## config.mk

```make
export PLATFORM = sky130hd
export DESIGN_NAME = reg_file
export DESIGN_NICKNAME = d
export VERILOG_FILES = /design/src/rtl/reg_file.sv
export SDC_FILE = /design/constraint.sdc
export NUM_CORES = 1
export LEC_CHECK = 0
export BUFFER_PORTS_ARGS = -buffer_cell sky130_fd_sc_hd__buf_2
export CORE_MARGIN = 5
export CORE_UTILIZATION = 53
export CTS_BUF_LIST = sky130_fd_sc_hd__clkbuf_16
export DETAILED_ROUTE_END_ITERATION = 10
export MAX_ROUTING_LAYER = met4
export PLACE_DENSITY = 0.73
export SYNTH_ARGS = -nofsm -noshare
export SYNTH_HDL_FRONTEND = slang
export SYNTH_SLANG_ARGS = --single-unit
```

## constraint.sdc

```tcl
create_clock -name Clk -period 1.5 [get_ports Clk]
set_input_delay 0.225 -clock Clk [delete_from_list [all_inputs] [get_ports Clk]]
set_output_delay 0.225 -clock Clk [all_outputs]
set_load 0.005 [all_outputs]
```

## src/rtl/reg_file.sv

```systemverilog
// General-purpose register file: 2^A x W storage, two combinational read ports, one synchronous write port.
// Optional write-through forwarding to the read ports is enabled by defining REGFILE_BYPASS_EN.
module reg_file #(
    parameter int unsigned W = 8,
    parameter int unsigned A = 3
) (
    input  logic         Clk,
    input  logic         Rst_n,
    input  logic         Wen,
    input  logic [A-1:0] Ra,
    input  logic [A-1:0] Rb,
    input  logic [A-1:0] Wd,
    input  logic [W-1:0] Wdat,
    output logic [W-1:0] RdatA,
    output logic [W-1:0] RdatB
);

    localparam int unsigned DEPTH = 1 << A;

    // Plain unpacked array so that benches can preload and inspect entries hierarchically.
    logic [W-1:0] core [0:DEPTH-1];

    // Reset clears every entry and takes priority over a coincident write.
    always_ff @(posedge Clk or negedge Rst_n) begin
        if (!Rst_n) begin
            for (int i = 0; i < int'(DEPTH); i++) begin
                core[i] <= '0;
            end
        end else if (Wen == 1'b1) begin
            core[Wd] <= Wdat;
        end
    end

`ifdef REGFILE_BYPASS_EN
    // Forward the in-flight write to a matching read port; reset still reads as zero.
    always_comb begin
        RdatA = core[Ra];
        RdatB = core[Rb];
        if (Rst_n && (Wen == 1'b1)) begin
            if (Ra == Wd) RdatA = Wdat;
            if (Rb == Wd) RdatB = Wdat;
        end
    end
`else
    always_comb begin
        RdatA = core[Ra];
        RdatB = core[Rb];
    end
`endif

endmodule

```

# --- Word-level counts from Yosys, hierarchy flattened ---
# Cells that the tools add are included.
totals:
  ff_bits: 64
  input_bits: 20
  out_inout_bits: 16
  wordCells: 25
classes:
  order_cmp: 4
  n_reduce_logical: 1
  bitwise: 3
  muxes: 9
op_table:
  columns: ["cell", "n"]
  rows:
  - ["$bwmux 64", 1]
  - ["$bmux 8 s3", 2]
  - ["$mux 8", 5]
  - ["$demux 8 s3", 1]
  - ["$ge 4x4->1 const B", 3]
  - ["$not 3->4", 3]
  - ["$lt 4x1->1 const B", 1]
  - ["$logic_and 1x1->1", 1]

# --- Depth between registers and ports, before layout ---
# Gate-level depths: netlist of the first run.
logic_depth:
  word_depth: 6
  depth_mapped: 4
  depth_no_buf: 2

# --- Worst setup path before layout of the first run ---
# No wires, ideal clock.
synth_timing:
  path_type: "input-to-output"
  start: "input port Rb[0]"
  end: "output port RdatB[0]"
  required_ns: 1.275
  n_path_buf: 2
  cell_stages: 4
  slack_ns: 0.006
  t_arrival_ns: 1.269
  path_cell_list: "buf_6 > buf_12 > mux4_1 > mux2_2"
synth_via:
  elab_chain_len: 4
synth_lines:
  columns: ["element", "line_no", "source"]
  rows:
  - ["from (decl)", "11", "input logic [A-1:0] Rb,"]
  - ["$not 3->4 (implied by the code)", "47", "RdatB = core[Rb];"]
  - ["$bmux 8 s3", "47", null]
  - ["$mux 8 (implied by the code) (2 in a row)", "47", null]
  - ["to (decl)", "15", "output logic [W-1:0] RdatB"]
# No other way between the ends. The select of a mux whose other input is x is not followed.

# --- Worst setup path in the final report of the first run ---
layout_timing:
  start: "register core[19] (netlist name)"
  end: "output port RdatA[3]"
layout_via:
  elab_chain_len: 3
layout_lines:
  columns: ["element", "line_no", "source"]
  rows:
  - ["from (decl)", "21", "logic [W-1:0] core [0:DEPTH-1];"]
  - ["from (signal, indexed assignment)", "30", "core[Wd] <= Wdat;"]
  - ["$bmux 8 s3", "46", "RdatA = core[Ra];"]
  - ["$mux 8 (implied by the code) (2 in a row)", "46", null]
  - ["to (decl)", "14", "output logic [W-1:0] RdatA,"]
# No other way between the ends. The select of a mux whose other input is x is not followed.

==> results by group, run 1 <==
Worst setup path
  • Reg2reg end: core[19]
  • Crit. End Element: output pin
  • Delay-heaviest family, CP: multiplexers
  • Critical path arrival: between 1.5 and 2 ns
  • Crit-path max FO: 3
  • CP Depth: 3
  • Crit path cell chain: mux4_2 -> mux2_4 -> buf_6
  • Crit start category: flip-flop
  • Critical Path Sink: RdatA[3]
  • Slowest-stage cell, CP: mux4_2
  • Critical path required time: 1.27 ns
  • R2r setup slk: 0.60 ns
  • CP peak stage delay: around 0.50 ns
  • Worst Setup SP: core[19]
  • Buffers and inverters on the worst path: 1
  • RR Startpoint: core[19]
  • Reg2reg path depth: 2
  • WS Path Type: reg -> out

Clock network
  • CTS tree: built
  • CTS H-tree depth: 3
  • Worst skew pair latency: 0.33 ns
  • Num CTS Buffers: 9
  • Clock sink count: between 60 and 70
  • CTS root buf: clkbuf_16
  • Reg clk slew, reported paths: around 0.050 ns
  • CTS max path bufs: 2

Logic synthesis
  • Syn Inst Count: ~200
  • Post-Syn Area: 3540 um^2
  • Register area share after synthesis: 0.4525
  • Synth cell types: 13
  • Main combinational cell family by area after synthesis: multiplexers
  • Adder-Cell Fraction of Synth Area: 0
  • Synthesis-stage register bit count: 64
  • Syn avg cell area: between 15 and 20 um^2
  • Post-Synth Simple-Gate Area: 0.02439
  • Synth top area cells: dfrtp_1, mux2_2, mux4_1
  • Area share of the largest cell type after synthesis: 0.4525
  • Leading area contributor after synthesis: dfrtp_1
  • Mux contribution to synthesized area: 0.4889
  • Compound-Gate Fraction of Synth Area: 0
  • Syn nets: roughly 220
  • Syn. warnings: 0
  • Post-Synth XOR/XNOR Area: 0

STA
  • Worst slew pin tran: 0.3585 ns
  • Hold Vio Cnt, Final: 0
  • Slew HR: 0.7610
  • Final period util: 1.226
  • RSZ-0062 raised after global routing: yes
  • Slew Viols, Final: 0
  • Max Fclk: 543.6 MHz
  • Setup ws final: -0.3396 ns
  • Clock skew: 0 ns
  • Min cycle time layout: 1.840 ns
  • Setup violators final: 16
  • Final Hold Slack: 0.2208 ns

Route
  • Via count: 2,026
  • Drc violations: 0
  • Iteration-0 DRC Markers: roughly 110
  • Drt via density: 6.215
  • Per-cell routed wire length: 23.15 um
  • Post-Route WL: 7.548 mm
  • Drt first pass iters: 4
  • Antenna-violating nets left: 0

Finish
  • N_diodes: 0
  • P&R area growth vs syn: 17.85%
  • Top reg by flops: core
  • FILL cells: 482
  • NumNets Final: 266
  • Max reg flops: 64
  • Share of cells above drive strength 1: 0.6988
  • Fin cells: 326
  • Final instance area: 4172 um^2
  • Largest regs: core x64

Pwr
  • Sequential power share: 0.425
  • Leakage power: 1.782 nW
  • Comb power frac: 0.262
  • Pwr Density: 1350 nW/um^2
  • Sw frac: 0.2524
  • Psw: 0.001422 W
  • Internal power: roughly 0.0042 W
  • Maximum vdd ir drop: between 0.0008 and 0.0009 V
  • Clock Power Share: 0.313

Outcome
  • Run status: complete, but fails checks
  • Failing checks: setup timing

Floorplanning
  • Core Region: 6422 um^2
  • Cell Rows: 29
  • I/O pin cnt: 36
  • Starting density of the core: 0.5511
  • Total die area: 8413 um^2
  • Die Y: 91.72 um
  • Die X: 91.72 um

GRT
  • First-pass GRT wire length: 12.32 mm
  • Vias in the first global route: 2,244
  • Initial antenna violation count: 0
  • GRT overflow: 0
  • Largest net degree at the start of global routing: 65
  • All-Layer GR Usage: 0.2022

Worst hold path
  • Hold_sp: Wdat[5]
  • Worst min-delay path class: in -> reg

Job
  • Max_cap viols: 0

Placement
  • Port Buffers: 35
  • Global placement routability congestion: 0.7510
  • Area post-placement: 3901 um^2
  • Placed cells: 310
  • Post-DP HPWL: 4.712 mm
  • Pre-CTS setup slack: -0.2321 ns
## worst min path at each step
stage	slack (ns)	depth (start not counted)	end
2_1_floorplan	-0.07	0	core[0]
3_3_place_gp	0.26	2	core[2]
3_5_place_dp	0.27	2	core[2]
4_1_cts	0.22	2	core[13]
5_1_grt	0.23	2	core[13]
6_report	0.22	2	core[13]
## through the flow
stage,util,total power (W),setup TNS (ns)
after CTS,0.6365,0.005541,-5.182
after global routing,0.6495,0.005918,-5.788
after global placement,0.6074,0.003584,-2.891
after detailed placement,0.6074,0.003654,-3.121
final,0.6495,0.005633,-5.059
after floorplan,-,0.003216,0
## cell families after synthesis
kind of cell           count (synthesis)
AND/OR/NAND/NOR                        8
multiplexers                         112
flip-flops                            64
buffers and inverters                 17
## cell usage after synthesis
master	n
nand4_1	1
buf_6	2
mux4_2	3
buf_2	8
buf_12	2
nor4b_4	1
mux4_1	29
clkbuf_1	3
nor4bb_1	3
nand4b_1	3
buf_1	2
mux2_2	80
dfrtp_1	64
## power by group through the flow
stage          clock network, W  registers [W]  logic, W
4_1_cts                 0.00179        0.00239   0.00136
2_1_floorplan                 0        0.00229  0.000927
5_1_grt                 0.00188        0.00244   0.00159
6_report                0.00176        0.00239   0.00147
3_3_place_gp                  0        0.00236   0.00122
3_5_place_dp                  0        0.00239   0.00127
## metal layers
layer,vias to the layer above,GRT usage,part of all wire
met5,-,-,0
met4,0,0.04827,0.0081
met3,6,0.06465,0.055
met2,59,0.3074,0.49
met1,1077,0.2677,0.45
li1,884,-,-
## placed cells by master, fill, tap and decap left out
master	n
dfrtp_1	64
dlygate4sd3_1	1
buf_2	24
buf_4	8
clkbuf_16	9
inv_1	2
nand4_1	1
mux4_1	1
nand4b_1	3
mux4_2	31
nor4b_4	1
mux2_4	12
buf_12	7
mux2_2	68
nor4bb_2	3
buf_6	11
clkinv_1	3
## worst reg2reg max path, cell delays in order, from the launching register on
cell	delay, ns
dfrtp_1	0.39
buf_4	0.14
mux2_2	0.26
## area by class of cell
type	count	area, um^2	area share
Multi-Input combinational cell	120	1775	0.4256
Clock buffer	9	225.2	0.05399
Sequential cell	64	1602	0.3839
Clock inverter	5	18.77	0.004499
Tap cell	77	96.34	0.02310
Timing Repair Buffer	51	454.2	0.1089
## timing repair
item / 4_1_cts / 5_1_grt
gates resized for setup: 34 / 17
hold buffers: 1 / 0
hold endpoints to repair: 64 / 0
pin swaps: 0 / 0
buffers inserted: 1 / 0
endpoints found under the setup margin: 16 / 16
Power figures use the tool's default switching activity.
==> inputs of run 2 (changes only) <==
--- a/config.mk
+++ b/config.mk
@@ -5,13 +5,14 @@
 export SDC_FILE = /design/constraint.sdc
 export NUM_CORES = 1
 export LEC_CHECK = 0
+export ABC_AREA = 1
 export BUFFER_PORTS_ARGS = -buffer_cell sky130_fd_sc_hd__buf_2
 export CORE_MARGIN = 5
-export CORE_UTILIZATION = 53
+export CORE_UTILIZATION = 54
 export CTS_BUF_LIST = sky130_fd_sc_hd__clkbuf_16
 export DETAILED_ROUTE_END_ITERATION = 10
 export MAX_ROUTING_LAYER = met4
-export PLACE_DENSITY = 0.73
+export PLACE_DENSITY = 0.74
 export SYNTH_ARGS = -nofsm -noshare
 export SYNTH_HDL_FRONTEND = slang
 export SYNTH_SLANG_ARGS = --single-unit
==> results by group, run 2 <==
GRT
  • Vias in the first global route: 3,687 (was 2,244)
  • All-Layer GR Usage: 0.2825 (was 0.2022)
  • GRT overflow: 0 (unchanged)
  • Initial antenna violation count: 0 (unchanged)
  • Largest net degree at the start of global routing: 65 (unchanged)
  • First-pass GRT wire length: 18.66 mm (was 12.32 mm)

STA
  • Setup violators final: 0 (was 16)
  • Clock skew: 0 ns (unchanged)
  • Final period util: 0.9911 (was 1.226)
  • Slew Viols, Final: 0 (unchanged)
  • RSZ-0062 raised after global routing: yes (unchanged)
  • Final Hold Slack: 0.1140 ns (was 0.2208 ns)
  • Worst slew pin tran: 0.5248 ns (was 0.3585 ns)
  • Min cycle time layout: 1.487 ns (was 1.840 ns)
  • Hold Vio Cnt, Final: 0 (unchanged)
  • Setup TNS Final: 0 ns (was -5.059 ns)
  • Slew HR: 0.6493 (was 0.7610)
  • Max Fclk: 672.7 MHz (was 543.6 MHz)

Outcome
  • Run status: finished, final reports clean (was complete, but fails checks)

Logic synthesis
  • Post-Syn Area: 3801 um^2 (was 3540 um^2)
  • Synth cell types: 13 (unchanged)
  • Async SR Flop Fraction: 1.000 (unchanged)
  • Syn nets: 609 (was 221)
  • EDFF count, synth: 0 (unchanged)
  • Syn Inst Count: 589 (was 201)
  • Area share of the largest cell type after synthesis: 0.4213 (was 0.4525)
  • Most frequent cells after synthesis: nand2_1, inv_1, nand3_1, dfrtp_1, o21ai_0 (was mux2_2, dfrtp_1, mux4_1, buf_2)
  • Register area share after synthesis: 0.4213 (was 0.4525)
  • Synth top area cells: dfrtp_1, nand2_1, nand3_1 (was dfrtp_1, mux2_2, mux4_1)
  • Synth Flop Type: dfrtp_1 (unchanged)
  • Syn. warnings: 0 (unchanged)
  • Synthesis-stage register bit count: 64 (unchanged)
  • Syn avg cell area: 6.454 um^2 (was 17.61 um^2)
  • Most frequent cell after synthesis: nand2_1 (was mux2_2)
  • Leading area contributor after synthesis: dfrtp_1 (unchanged)

Pwr
  • Leakage power: 2.617 nW (was 1.782 nW)
  • Total power: 0.005795 W (was 0.005633 W)
  • Maximum vdd ir drop: 0.0007699 V (was 0.0008051 V)
  • Pwr Density: 1254 nW/um^2 (was 1350 nW/um^2)

Clock network
  • CTS H-tree depth: 3 (unchanged)
  • Num CTS Buffers: 9 (unchanged)
  • CTS root buf: clkbuf_16 (unchanged)
  • Worst skew pair latency: 0.33 ns (about the same)
  • CTS max path bufs: 2 (unchanged)
  • Clock sink count: 64 (unchanged)
  • Reg clk slew, reported paths: 0.05 ns (about the same)
  • CTS tree: built (unchanged)

Route
  • Drt first pass iters: 5 (was 4)
  • Antenna-violating nets left: 0 (unchanged)
  • Via count: 3,983 (was 2,026)
  • Per-cell routed wire length: 15.70 um (was 23.15 um)
  • Drc violations: 0 (unchanged)
  • Post-Route WL: 11.59 mm (was 7.548 mm)
  • Drt via density: 5.397 (was 6.215)
  • Iteration-0 DRC Markers: 364 (was 112)

Finish
  • N_diodes: 0 (unchanged)
  • Final core occ: 0.6767 (was 0.6495)
  • NumNets Final: 659 (was 266)
  • Share of cells above drive strength 1: 0.2461 (was 0.6988)
  • Top reg by flops: core (unchanged)
  • Largest regs: core x64 (unchanged)
  • Commonest non-fill, non-tap cell in the layout: nand2_1 (was mux2_2)
  • P&R area growth vs syn: 21.63% (was 17.85%)
  • Most frequent cells in the layout: nand2_1, o21ai_0, dfrtp_1, nand3_1, inv_2 (was mux2_2, dfrtp_1, mux4_2, buf_2, mux2_4)
  • Final instance area: 4623 um^2 (was 4172 um^2)
  • Max reg flops: 64 (unchanged)

Floorplanning
  • Die X: 93.90 um (was 91.72 um)
  • Starting density of the core: 0.5564 (was 0.5511)
  • I/O pin cnt: 36 (unchanged)
  • Core Region: 6832 um^2 (was 6422 um^2)
  • Total die area: 8817 um^2 (was 8413 um^2)
  • Cell Rows: 30 (was 29)
  • Die Y: 93.90 um (was 91.72 um)

Worst setup path
  • Crit-path max FO: 2 (was 3)
  • Crit start category: flip-flop (unchanged)
  • Crit. End Element: output pin (unchanged)
  • Critical path required time: 1.27 ns (about the same)
  • WS Path Type: reg -> out (unchanged)
  • Critical path arrival: 1.26 ns (was 1.61 ns)

Placement
  • Post-DP HPWL: 8.002 mm (was 4.712 mm)
  • Global placement routability congestion: 0.9892 (was 0.7510)
  • Port Buffers: 35 (unchanged)
  • Area post-placement: 4109 um^2 (was 3901 um^2)

Worst hold path
  • Worst min-delay path class: in -> reg (unchanged)

Job
  • Max_cap viols: 0 (unchanged)
[run 2: cell count changes after synthesis, moves of 4 or more]
cell      before  now
mux4_1        29    0
mux2_2        80    0
nand2_1        0  279
inv_1          0   82
nand3_1        0   65
buf_2          8   15
clkbuf_1       3    7
o21ai_0        0   64
[run 2: worst paths after layout]
check	start	depth (start not counted)	slack (ns)	to
max in group asynchronous	Rst_n	3	0.78	core[54]
worst min register to register	core[22]	2	0.49	core[22]
worst max register to register	core[48]	3	0.67	core[48]
min in group asynchronous	Rst_n	3	0.44	core[0]
worst max-delay path	core[48]	7	0.01	RdatB[0]
worst min-delay path	Wdat[0]	3	0.11	core[0]
[run 2: cell type report]
cell class	instances	area [um^2]
Clock buffer	9	225.2
Clock inverter	5	51.30
Fill cell	618	2208
Inverter	82	307.8
Multi-Input combinational cell	413	1834
Sequential cell	64	1602
Tap cell	96	120.1
Timing Repair Buffer	69	483.0
[run 2: report_power, final]
group	total [W]	switching (W)	internal (W)
Clock	0.00199	0.000733	0.00125
Sequential	0.00228	0.000218	0.00206
Combinational	0.00153	0.000932	0.000601
[run 2: stage by stage]
| stage | cells | setup slack, ns |
|---|---|---|
| 6_report | 738 | 0.01342 |
| 5_1_grt | 738 | -0.04689 |
| 4_1_cts | 722 | 0.0008417 |
| 3_5_place_dp | 707 | 0.1559 |
| 3_3_place_gp | 707 | 0.1745 |
| 2_1_floorplan | 589 | 0.3271 |
[run 2: repair_timing]
item                       in CTS  in global routing
pin swaps                       0                 26
resized for setup               2                 73
hold endpoints to repair       64                  0
setup endpoints to repair       2                 16
buffers inserted                0                 16
hold buffers                    1                  0
[run 2: critical path, cell delays in order, from the launching register on]
cell     delay (ns)
dfrtp_1        0.41
inv_2          0.10
nand2_2        0.05
nand3_2        0.06
nand2_2        0.05
nand2_1        0.05
nand2_1        0.07
buf_2          0.12
[run 2: routing by layer]
layer  vias up  global-route usage  share of wire
met5         -                   -              0
met2       211              0.4211           0.44
li1       1895                   -              -
met3        44             0.06250          0.084
met1      1833              0.3679           0.43
met4         0              0.1300          0.041
[run 2: logic make-up after synthesis]
group                  count (synthesis)  share of synthesized area
AO/OA/AOI/OAI                         64                    0.08427
buffers and inverters                112                     0.1244
AND/OR/NAND/NOR                      349                     0.3700
flip-flops                            64                     0.4213
